## config.mk

```make
export PLATFORM = sky130hd
export DESIGN_NAME = assoc_cache
export DESIGN_NICKNAME = d
export VERILOG_FILES = /design/src/rtl/assoc_cache.sv
export SDC_FILE = /design/constraint.sdc
export NUM_CORES = 1
export LEC_CHECK = 0
export ABC_AREA = 1
export CAP_MARGIN = 20
export CORE_MARGIN = 2
export CORE_UTILIZATION = 35
export CTS_BUF_LIST = sky130_fd_sc_hd__clkbuf_2 sky130_fd_sc_hd__clkbuf_4 sky130_fd_sc_hd__clkbuf_8
export DETAILED_ROUTE_END_ITERATION = 6
export PLACE_DENSITY = 0.55
export SYNTH_ARGS = -nofsm -noshare
export SYNTH_HDL_FRONTEND = slang
export SYNTH_SLANG_ARGS = --single-unit
```

## constraint.sdc

```tcl
create_clock -name clk -period 7.1 [get_ports clk]
set_clock_uncertainty 0.05 [all_clocks]
set_input_delay 1.065 -clock clk [delete_from_list [all_inputs] [get_ports clk]]
set_output_delay 1.065 -clock clk [all_outputs]
set_load 0.1 [all_outputs]
```

## src/rtl/assoc_cache.sv

```systemverilog
// 2-way set-associative write-through data cache with LRU replacement and beat-wise block refill.
// Define CACHE_STATS_EN to add the hit_count / miss_count statistics outputs.
module assoc_cache #(
  parameter int unsigned DATA_WIDTH      = 32,
  parameter int unsigned ADDR_WIDTH      = 32,
  parameter int unsigned SETS            = 4,
  parameter int unsigned WORDS_PER_BLOCK = 4
) (
  input  logic                  clk,
  input  logic                  rst,
  input  logic                  rd,
  input  logic                  wr,
  input  logic [ADDR_WIDTH-1:0] addr,
  input  logic [DATA_WIDTH-1:0] wdata,
  input  logic                  byte_addr,
  output logic [DATA_WIDTH-1:0] rdata,
  output logic                  hit,
  output logic                  stall,
  output logic                  mem_req,
  output logic                  mem_we,
  output logic [ADDR_WIDTH-1:0] mem_addr,
  output logic [DATA_WIDTH-1:0] mem_wdata,
  output logic [3:0]            mem_be,
  input  logic                  mem_ready,
  input  logic [DATA_WIDTH-1:0] mem_rdata
`ifdef CACHE_STATS_EN
  ,
  output logic [31:0]           hit_count,
  output logic [31:0]           miss_count
`endif
);

  localparam int unsigned OFF_W   = $clog2(WORDS_PER_BLOCK);
  localparam int unsigned IDX_W   = $clog2(SETS);
  localparam int unsigned TAG_LSB = 2 + OFF_W + IDX_W;
  localparam int unsigned TAG_W   = ADDR_WIDTH - TAG_LSB;

  typedef enum logic [1:0] {S_IDLE, S_REFILL, S_WRITE} state_e;

  state_e                  state_q, state_d;
  logic [OFF_W-1:0]        beat_q, beat_d;
  logic                    victim_q, victim_d;
  logic [SETS-1:0]         valid_q [2];
  logic [SETS-1:0]         lru_q;
  logic [TAG_W-1:0]        tag_q   [2][SETS];
  logic [DATA_WIDTH-1:0]   data_q  [2][SETS][WORDS_PER_BLOCK];

  logic [1:0]              byte_sel;
  logic [OFF_W-1:0]        off;
  logic [IDX_W-1:0]        idx;
  logic [TAG_W-1:0]        tag;
  logic [1:0]              way_hit;
  logic                    lookup_hit;
  logic                    hit_way;
  logic [DATA_WIDTH-1:0]   word;
  logic [DATA_WIDTH-1:0]   load_data;
  logic [3:0]              wr_be;
  logic [DATA_WIDTH-1:0]   wr_word;
  logic [DATA_WIDTH-1:0]   merged;

  logic start_refill, fill_beat, fill_done, rd_hit, wr_hit_upd;

  assign byte_sel = addr[1:0];
  assign off      = addr[2 +: OFF_W];
  assign idx      = addr[2 + OFF_W +: IDX_W];
  assign tag      = addr[TAG_LSB +: TAG_W];

  // Tag compare across both ways of the addressed set
  always_comb begin
    for (int w = 0; w < 2; w++) begin
      way_hit[w] = valid_q[w][idx] && (tag_q[w][idx] == tag);
    end
  end

  assign lookup_hit = |way_hit;
  assign hit_way    = way_hit[1];
  assign word       = data_q[hit_way][idx][off];
  assign load_data  = byte_addr ? DATA_WIDTH'(word[{byte_sel, 3'b000} +: 8]) : word;
  assign wr_be      = byte_addr ? 4'(4'b0001 << byte_sel) : 4'b1111;
  assign wr_word    = byte_addr ? {4{wdata[7:0]}} : wdata;

  always_comb begin
    merged = word;
    for (int b = 0; b < 4; b++) begin
      if (wr_be[b]) merged[8*b +: 8] = wr_word[8*b +: 8];
    end
  end

  // Next-state and output decode; reset forces the request-facing outputs low
  always_comb begin
    state_d      = state_q;
    beat_d       = beat_q;
    victim_d     = victim_q;
    hit          = 1'b0;
    stall        = 1'b0;
    rdata        = '0;
    mem_req      = 1'b0;
    mem_we       = 1'b0;
    mem_addr     = {addr[ADDR_WIDTH-1:2], 2'b00};
    mem_wdata    = wr_word;
    mem_be       = wr_be;
    start_refill = 1'b0;
    fill_beat    = 1'b0;
    fill_done    = 1'b0;
    rd_hit       = 1'b0;
    wr_hit_upd   = 1'b0;
    unique case (state_q)
      S_IDLE: begin
        if (wr) begin
          stall   = 1'b1;
          state_d = S_WRITE;
        end else if (rd) begin
          if (lookup_hit) begin
            hit    = 1'b1;
            rdata  = load_data;
            rd_hit = 1'b1;
          end else begin
            stall        = 1'b1;
            start_refill = 1'b1;
            state_d      = S_REFILL;
            victim_d     = !valid_q[0][idx] ? 1'b0 :
                           (!valid_q[1][idx] ? 1'b1 : lru_q[idx]);
          end
        end
      end
      S_REFILL: begin
        mem_req  = 1'b1;
        stall    = 1'b1;
        mem_addr = {addr[ADDR_WIDTH-1:2+OFF_W], beat_q, 2'b00};
        if (mem_ready) begin
          fill_beat = 1'b1;
          beat_d    = beat_q + OFF_W'(1);
          if (beat_q == OFF_W'(WORDS_PER_BLOCK - 1)) begin
            fill_done = 1'b1;
            beat_d    = '0;
            state_d   = S_IDLE;
          end
        end
      end
      S_WRITE: begin
        mem_req = 1'b1;
        mem_we  = 1'b1;
        stall   = ~mem_ready;
        if (mem_ready) begin
          wr_hit_upd = lookup_hit;
          state_d    = S_IDLE;
        end
      end
      default: state_d = S_IDLE;
    endcase
    if (rst) begin
      hit          = 1'b0;
      stall        = 1'b0;
      rdata        = '0;
      mem_req      = 1'b0;
      mem_we       = 1'b0;
      start_refill = 1'b0;
      fill_beat    = 1'b0;
      fill_done    = 1'b0;
      rd_hit       = 1'b0;
      wr_hit_upd   = 1'b0;
    end
  end

  // Victim is invalidated at refill start so an abandoned refill never leaves a stale line
  always_ff @(posedge clk or posedge rst) begin
    if (rst) begin
      state_q    <= S_IDLE;
      beat_q     <= '0;
      victim_q   <= 1'b0;
      lru_q      <= '0;
      valid_q[0] <= '0;
      valid_q[1] <= '0;
    end else begin
      state_q  <= state_d;
      beat_q   <= beat_d;
      victim_q <= victim_d;
      if (start_refill) valid_q[victim_d][idx] <= 1'b0;
      if (fill_done)    valid_q[victim_q][idx] <= 1'b1;
      if (rd_hit || wr_hit_upd) lru_q[idx] <= ~hit_way;
    end
  end

  always_ff @(posedge clk) begin
    if (fill_beat)  data_q[victim_q][idx][beat_q] <= mem_rdata;
    if (fill_done)  tag_q[victim_q][idx] <= tag;
    if (wr_hit_upd) data_q[hit_way][idx][off] <= merged;
  end

`ifdef CACHE_STATS_EN
  logic [31:0] hit_cnt_q, miss_cnt_q;
  logic        after_refill_q;

  // The replayed lookup that completes a miss is not counted as a hit
  always_ff @(posedge clk or posedge rst) begin
    if (rst) begin
      hit_cnt_q      <= '0;
      miss_cnt_q     <= '0;
      after_refill_q <= 1'b0;
    end else begin
      after_refill_q <= fill_done;
      if (rd_hit && !after_refill_q) hit_cnt_q <= hit_cnt_q + 32'd1;
      if (start_refill)              miss_cnt_q <= miss_cnt_q + 32'd1;
    end
  end

  assign hit_count  = hit_cnt_q;
  assign miss_count = miss_cnt_q;
`endif

endmodule

```

==> results of run 1 <==
==> what timing repair did <==
action	4_1_cts	5_1_grt
resized for setup	0	8
hold endpoints to repair	0	0
endpoints found under the setup margin	0	5
==> cells in the mapped netlist, types with 2 or more instances <==
master	instances	area, µm²
nor2_2	2	12.5
dfrtp_1	17	425
nor3_1	7	35.0
a221oi_1	7	61.3
a21oi_1	69	345
or2_2	7	43.8
nand2_1	1540	5780
inv_2	4	15.0
o21ai_0	69	345
nand3_1	940	4700
clkinv_1	6	22.5
and2_1	3	18.8
inv_1	88	330
nor2_4	2	22.5
o21ai_1	9	45.0
edfxtp_1	1232	37000
nor2_1	402	1510
buf_2	139	696
buf_1	26	97.6
a31oi_1	3	18.8
ha_1	8	100
a22oi_1	17	128
nand3b_1	4	30.0
a211oi_1	2	15.0
xor2_1	7	61.3
clkbuf_1	96	360
nand2_2	2	12.5
or2_1	10	62.6
buf_4	44	330
and3_1	3	18.8
nand4_1	41	257
o21ai_2	2	17.5
nor4_1	6	37.5
==> worst max-delay path by stage <==
stage,startpoint,endpoint,slack [ps],cells after the start
floorplan,addr[4],rdata[11],920,21
global placement,addr[5],rdata[1],250,24
detailed placement,addr[5],rdata[1],270,24
CTS,addr[5],rdata[1],230,24
global route,addr[5],rdata[2],6,25
finish,addr[5],rdata[15],270,18
==> through the flow <==
| step | setup WS (ps) | hold WS [ps] | std cells |
|---|---|---|---|
| after detailed placement | 265 | 429 | 6918 |
| after floorplan | 917 | 403 | 4823 |
| final | 269 | 449 | 7256 |
| after global placement | 254 | 422 | 6917 |
| after global routing | 5.63 | 474 | 7254 |
| after CTS | 234 | 447 | 7253 |
==> area by class of cell <==
cell class | count | area share, %
Tap cell | 2016 | 4.04
Clock inverter | 79 | 0.880
Clock buffer | 256 | 5.09
Inverter | 98 | 0.610
Antenna cell | 3 | 0.0120
Multi-Input combinational cell | 3170 | 22.6
Sequential cell | 1249 | 60.0
Timing Repair Buffer | 385 | 6.76
==> worst min-delay path: cells and delay by family (launching register included) <==
family | cells | cell delay (ps)
AND/OR/NAND/NOR | 1 | 50
flip-flops | 1 | 350
AO/OA/AOI/OAI | 1 | 60
==> cells in the final DEF, fill, tap and decap left out, types with 3 or more instances in the layout <==
cell and n:
clkdlybuf4s50_1 167, nor4_1 6, dfrtp_1 17, clkbuf_8 200
nor3_1 7, nand3b_1 4, a22oi_1 17, or2_1 10
a21oi_2 8, nor2_2 10, buf_12 70, nor2_1 361
nor2_4 35, inv_6 3, nand4_1 41, o21ai_2 17
a31oi_1 3, a221oi_1 7, xor2_1 7, clkinvlp_4 5
ha_1 8, or2_2 7, clkbuf_4 56, clkinv_8 3
edfxtp_1 1232, nand3_1 940, buf_4 143, inv_1 86
o21ai_0 61, diode_2 3, inv_2 3, and3_1 3
bufinv_16 5, nand2_2 3, inv_8 5, nand2_1 1538
clkinv_2 18, a21oi_1 60, clkinv_1 48, and2_1 3
==> routing by layer <==
| layer | global-route usage [%] | vias to the layer above |
|---|---|---|
| li1 | - | 17329 |
| met1 | 29.4 | 18470 |
| met5 | 0 | - |
| met2 | 33.3 | 1544 |
| met4 | 6.51 | 2 |
| met3 | 3.54 | 255 |
==> logic make-up after synthesis <==
group / Yosys count / share of synthesized area [%]
buffers and inverters: 404 / 3.51
adder cells (fa/ha/maj): 8 / 0.189
XOR/XNOR: 7 / 0.116
other: 1 / 0.00707
flip-flops: 1249 / 70.6
AND/OR/NAND/NOR: 2971 / 23.7
AO/OA/AOI/OAI: 182 / 1.90
==> flip-flops by register name (all words and copies together) (netlist names) <==
name,count
data_q,1024
state_q,2
valid_q,8
lru_q,4
tag_q,208
beat_q,2
victim_q,1
==> power groups by stage <==
stage          clock network (µW)  logic [µW]  registers [µW]
2_1_floorplan                   0         791            8330
3_3_place_gp                    0        1370            8340
3_5_place_dp                    0        1380            8340
4_1_cts                      6030        1380            8180
5_1_grt                      6330        1480            8190
6_report                     5910        1390            8180
==> metrics.yaml, run 1 <==
outcome:
  status: "finished, final reports clean"
routing:
  routed_wl_um: 163000
  wl_met3_um: 11800
  drtIter0Drc: 4003
  met1_length_um: 71800
  wl_met2_um: 75800
  first_pass_iters: 6
  drc_errors: 0
  wire_per_inst_um: 22.5
  ant_nets: 0
  top_layer: "met5"
  via_per_inst: 5.18
  vias: 37600
final_layout:
  ff_latch_area_mm2: 0.0374
  postLayoutCoreUtil_pct: 41.6
  multi_input_area_mm2: 0.0141
  areaGrowthSynthToFinish_pct: 17.7
  fin_nets: 5207
  design_area_mm2: 0.0624
  nFillCells: 14296
  layout-drive-gt1-share_pct: 11.5
clocking:
  hold_buffers: 0
  clkLatencyLatePin_ps: 930
  cts_root_buf: "clkbuf_8"
  clk_path_buf_depth: 3
  cts_tree: "yes"
  h-tree-depth: 4
  tritoncts.num_buffers: 193
  cts_setup_buffers: 0
  cts.sinks: 1249
  clk_pin_slew_ps: 70
timing:
  min_period_ps: 6830
  setup_viol: 0
  tns_ps: 0
  max_freq_ghz: 0.146
  hold_viol: 0
  final.period_utilization_pct: 96.2
  slew_headroom_pct: 22.0
  tightest_slew_ps: 1160
  slew_violations: 0
  rsz0062_at_grt: "false"
power_and_ir_drop:
  total_power_uw: 15500
  share_comb_of_total_power_pct: 8.9
  power_leakage_uw: 0.0229
  power_density_mw_per_mm2: 248
  p_sw_uw: 3900
  switching_share_pct: 25.2
  clockPowerShare_pct: 38.2
  seq_power_share_pct: 52.9
  ir_drop_mv: 0.128
  intPower_uw: 11600
worst_setup_path:
  r2r-end: "data_q[1][400]"
  crit_family: "buffers and inverters"
  startpoint_type: "input pin"
  max_stage_delay_ps: 580
  worstPathCellList: "clkdlybuf4s50_1 > buf_6 > nor2_4 > buf_12 > buf_12 > a22oi_1 > and3_1 > inv_1 > nand3_1 > nor3_1 > nand3_1 > o21ai_2 > nand2_1 > clkinv_1 > nand2_1 > buf_4 > nor2_1 > buf_12"
  critical_path_class: "input pin to primary output"
  reg2reg_depth: 17
  r2r-start: "tag_q[1][74]"
  required_ps: 5980
  cp_num_buf_inv: 8
  worst-r2r-setup-slack_ps: 2310
  endpoint_kind: "primary output"
  cpMostUsedCell: "buf_12"
  cpMaxStageDelayCell: "clkdlybuf4s50_1"
  arrival_ps: 5720
  path_max_fanout: 97
grt:
  grt_overflow: 0
  grt_pass1_vias: 36270
  grt.total_usage_pct: 21.0
  grt_pass1_wl_um: 241000
  grt_max_degree: 127
  antenna_found_initial: 7
min_path:
  min_from: "valid_q[0]"
  whs_path_depth: 2
  min_to: "valid_q[0]"
  hold_path_class: "register to register"
floorplan:
  initial_core_util_pct: 35.3
  num_rows: 142
  die_y_um: 393
  die-area_mm2: 0.155
  core_area_mm2: 0.150
  die_w_um: 393
  io_pins: 206
synth:
  ys_async_sr_fraction_pct: 1.36
  synth.distinct_cells: 41
  yosysSeqAreaShare_pct: 70.6
  ys_ff_latch: 1249
  synth-edff-count: 1232
  netlist_instances: 4822
  syn-mean-instance-area_um2: 11.0
  synth_ff_type: "edfxtp_1"
  ys_warn_count: 0
  synth_area_mm2: 0.0530
placement:
  gp_congestion: 0.937
  postPlaceCellArea_mm2: 0.0586
  hpwl_um: 94800
  io_buffers: 203
flow_run:
  drv_cap: 0
Power figures use the tool's default switching activity.
==> run 2: changes to the inputs <==
Settings changed: SLEW_MARGIN from default to 20.
==> run 2 against run 1 <==
  * Combinational power is essentially flat
  * Register-to-register slack gained 30 ps
  * Cell count increased by 0.33%
  * First-iteration DRC count fell by 7.6%
  * Maximum frequency is 0.38% higher
  * Count of clock-buffer cells in the layout is 6 higher
  * Largest cell class unchanged
  * Highest routed layer unchanged
==> metrics.yaml, run 2 (synthesized netlist as in run 1, its figures left out) <==
grt:
  grt_pass1_wl_um: 240000  # was 241,000 µm
  grt_pass1_vias: 36454  # was 36,270
  grt.total_usage_pct: 20.9  # was 21.0%
  grt_overflow: 0  # unchanged
  grt-busiest-layer: "met2"  # unchanged
  antenna_found_initial: 7  # unchanged
  met3_usage_pct: 3.64  # was 3.54%
  met2_usage_pct: 33.3  # about the same
  grt_util_met1_pct: 29.1  # was 29.4%
  grt_max_degree: 127  # unchanged
clocking:
  cts.sinks: 1249  # unchanged
  tritoncts.num_buffers: 195  # was 193
  h-tree-depth: 4  # unchanged
  clkLatencyLatePin_ps: 940  # was 930 ps
  cts_tree: "yes"  # unchanged
  cts_root_buf: "clkbuf_8"  # unchanged
  clk_path_buf_depth: 3  # unchanged
  clk_pin_slew_ps: 60  # was 70 ps
  hold_buffers: 0  # unchanged
floorplan:
  die-area_mm2: 0.155  # unchanged
  io_pins: 206  # unchanged
  die_y_um: 393  # unchanged
  initial_core_util_pct: 35.3  # unchanged
  num_rows: 142  # unchanged
  die_w_um: 393  # unchanged
  core_area_mm2: 0.150  # unchanged
power_and_ir_drop:
  ir_drop_mv: 0.133  # was 0.128 mV
  power_leakage_uw: 0.0230  # was 0.0229 µW
  power_density_mw_per_mm2: 250  # was 248 mW/mm²
  intPower_uw: 11700  # was 11,600 µW
  clockPowerShare_pct: 38.9  # was 38.2%
  p_sw_uw: 3960  # was 3900 µW
  switching_share_pct: 25.3  # was 25.2%
  share_comb_of_total_power_pct: 8.8  # was 8.9%
  seq_power_share_pct: 52.3  # was 52.9%
placement:
  hpwl_um: 94700  # was 94,800 µm
  io_buffers: 203  # unchanged
  gp_congestion: 0.937  # unchanged
final_layout:
  reg_top3: "data_q: 1024 flops, tag_q: 208 flops, valid_q: 8 flops"  # unchanged
  areaGrowthSynthToFinish_pct: 18.1  # was 17.7%
  layout-drive-gt1-share_pct: 11.6  # was 11.5%
  fin_nets: 5211  # was 5,207
  multi_input_area_mm2: 0.0141  # about the same
  nFillCells: 14260  # was 14,296
  final_cell_mix: "nand2_1, edfxtp_1, nand3_1"  # unchanged
  largest_register: "data_q"  # unchanged
  largest_reg_flops: 1024  # unchanged
  ff_latch_area_mm2: 0.0374  # unchanged
  layout_commonest_cell: "nand2_1"  # unchanged
timing:
  hold_viol: 0  # unchanged
  whs_ps: 443  # was 449 ps
  min_period_ps: 6800  # was 6830 ps
  tns_ps: 0  # unchanged
  setup_viol: 0  # unchanged
  final.period_utilization_pct: 95.8  # was 96.2%
  max_freq_ghz: 0.147  # was 0.146 GHz
  slew_headroom_pct: 25.6  # was 22.0%
  rsz0062_at_grt: "false"  # unchanged
  tightest_slew_ps: 1100  # was 1160 ps
  slew_violations: 0  # unchanged
routing:
  vias: 37694  # was 37,600
  via_per_inst: 5.18  # about the same
  ant_nets: 0  # unchanged
  drtIter0Drc: 3698  # was 4,003
  drc_errors: 0  # unchanged
  routed_wl_um: 164000  # was 163,000 µm
  wire_per_inst_um: 22.5  # about the same
  first_pass_iters: 6  # unchanged
worst_setup_path:
  endpoint_kind: "primary output"  # unchanged
  reg2reg_depth: 20  # was 17
  critical_path_class: "input pin to primary output"  # unchanged
  arrival_ps: 5690  # was 5720 ps
  path_max_fanout: 38  # was 97
  required_ps: 5980  # about the same
  startpoint_type: "input pin"  # unchanged
min_path:
  whs_path_depth: 2  # unchanged
  hold_path_class: "register to register"  # unchanged
outcome:
  status: "finished, final reports clean"  # unchanged
flow_run:
  drv_cap: 0  # unchanged
run 2: cell types whose count changed in the layout (fill, tap and decap cells not counted), moves of 2 or more:
cell and change:
clkinvlp_4 -3, clkinv_1 +11, clkinv_2 +2, bufinv_16 +2, clkbuf_8 -4, clkinv_8 +2, inv_12 +2, clkbuf_4 +10
run 2: per-layer routing:
layer  part of all wire [%]  wire, µm  up-vias
met4                    2.5      4100        2
met5                 0.0043         7        -
met1                     44     71600    18523
met2                     47     76300     1542
li1                       -         -    17356
met3                    7.2     11800      271
run 2: power by group through the flow:
| stage | clock network, µW | logic [µW] | registers, µW |
|---|---|---|---|
| after floorplan | 0 | 791 | 8330 |
| after global placement | 0 | 1370 | 8340 |
| after CTS | 6200 | 1380 | 8180 |
| final | 6080 | 1380 | 8180 |
| after global routing | 6500 | 1480 | 8190 |
| after detailed placement | 0 | 1370 | 8340 |
run 2: path summary, 6_finish.rpt:
kind	slack [ps]	from	endpoint
worst max-delay path	300	addr[5]	rdata[15]
worst min-delay path	440	valid_q[5]	valid_q[5]
worst max register to register	2340	tag_q[1][100]	data_q[0][9]
worst min register to register	440	valid_q[5]	valid_q[5]
max in group asynchronous	5590	rst	beat_q[0]
min in group asynchronous	930	rst	lru_q[1]
run 2: worst max-delay path, cell delays in order:
cell             delay [ps]
clkdlybuf4s50_1         650
inv_4                   160
nor2_4                  270
buf_4                   590
a22oi_1                 150
nand2_1                 160
nor2_1                   90
nor3_1                  200
nand4_1                 110
nor2_1                  210
nand2_1                 160
o21ai_2                 200
nand2_1                 160
clkinv_1                410
nand2_1                  90
buf_4                   250
nor2_1                  430
buf_12                  240
run 2: timing repair:
item,in CTS,in global routing
gates resized for setup,0,9
endpoints found under the setup margin,0,5
setup buffers,0,2
run 2: final cells by class:
class / instances / area share, %
inverter: 98 / 0.607
multi-input combinational: 3170 / 22.6
antenna: 4 / 0.0160
tap: 2016 / 4.03
timing repair buffer: 387 / 6.83
sequential: 1249 / 59.7
clock inverter: 94 / 1.11
clock buffer: 262 / 5.10
run 2: stage by stage:
step	instance area [µm²]	utilization [%]	total power [µW]	std cells	setup WS, ps
floorplan	53000	-	9120	4823	917
global placement	58600	39.1	9710	6917	254
detailed placement	58600	39.1	9710	6917	252
CTS	62500	41.6	15800	7273	236
global route	62600	41.7	16200	7278	60.5
finish	62600	41.7	15700	7280	295
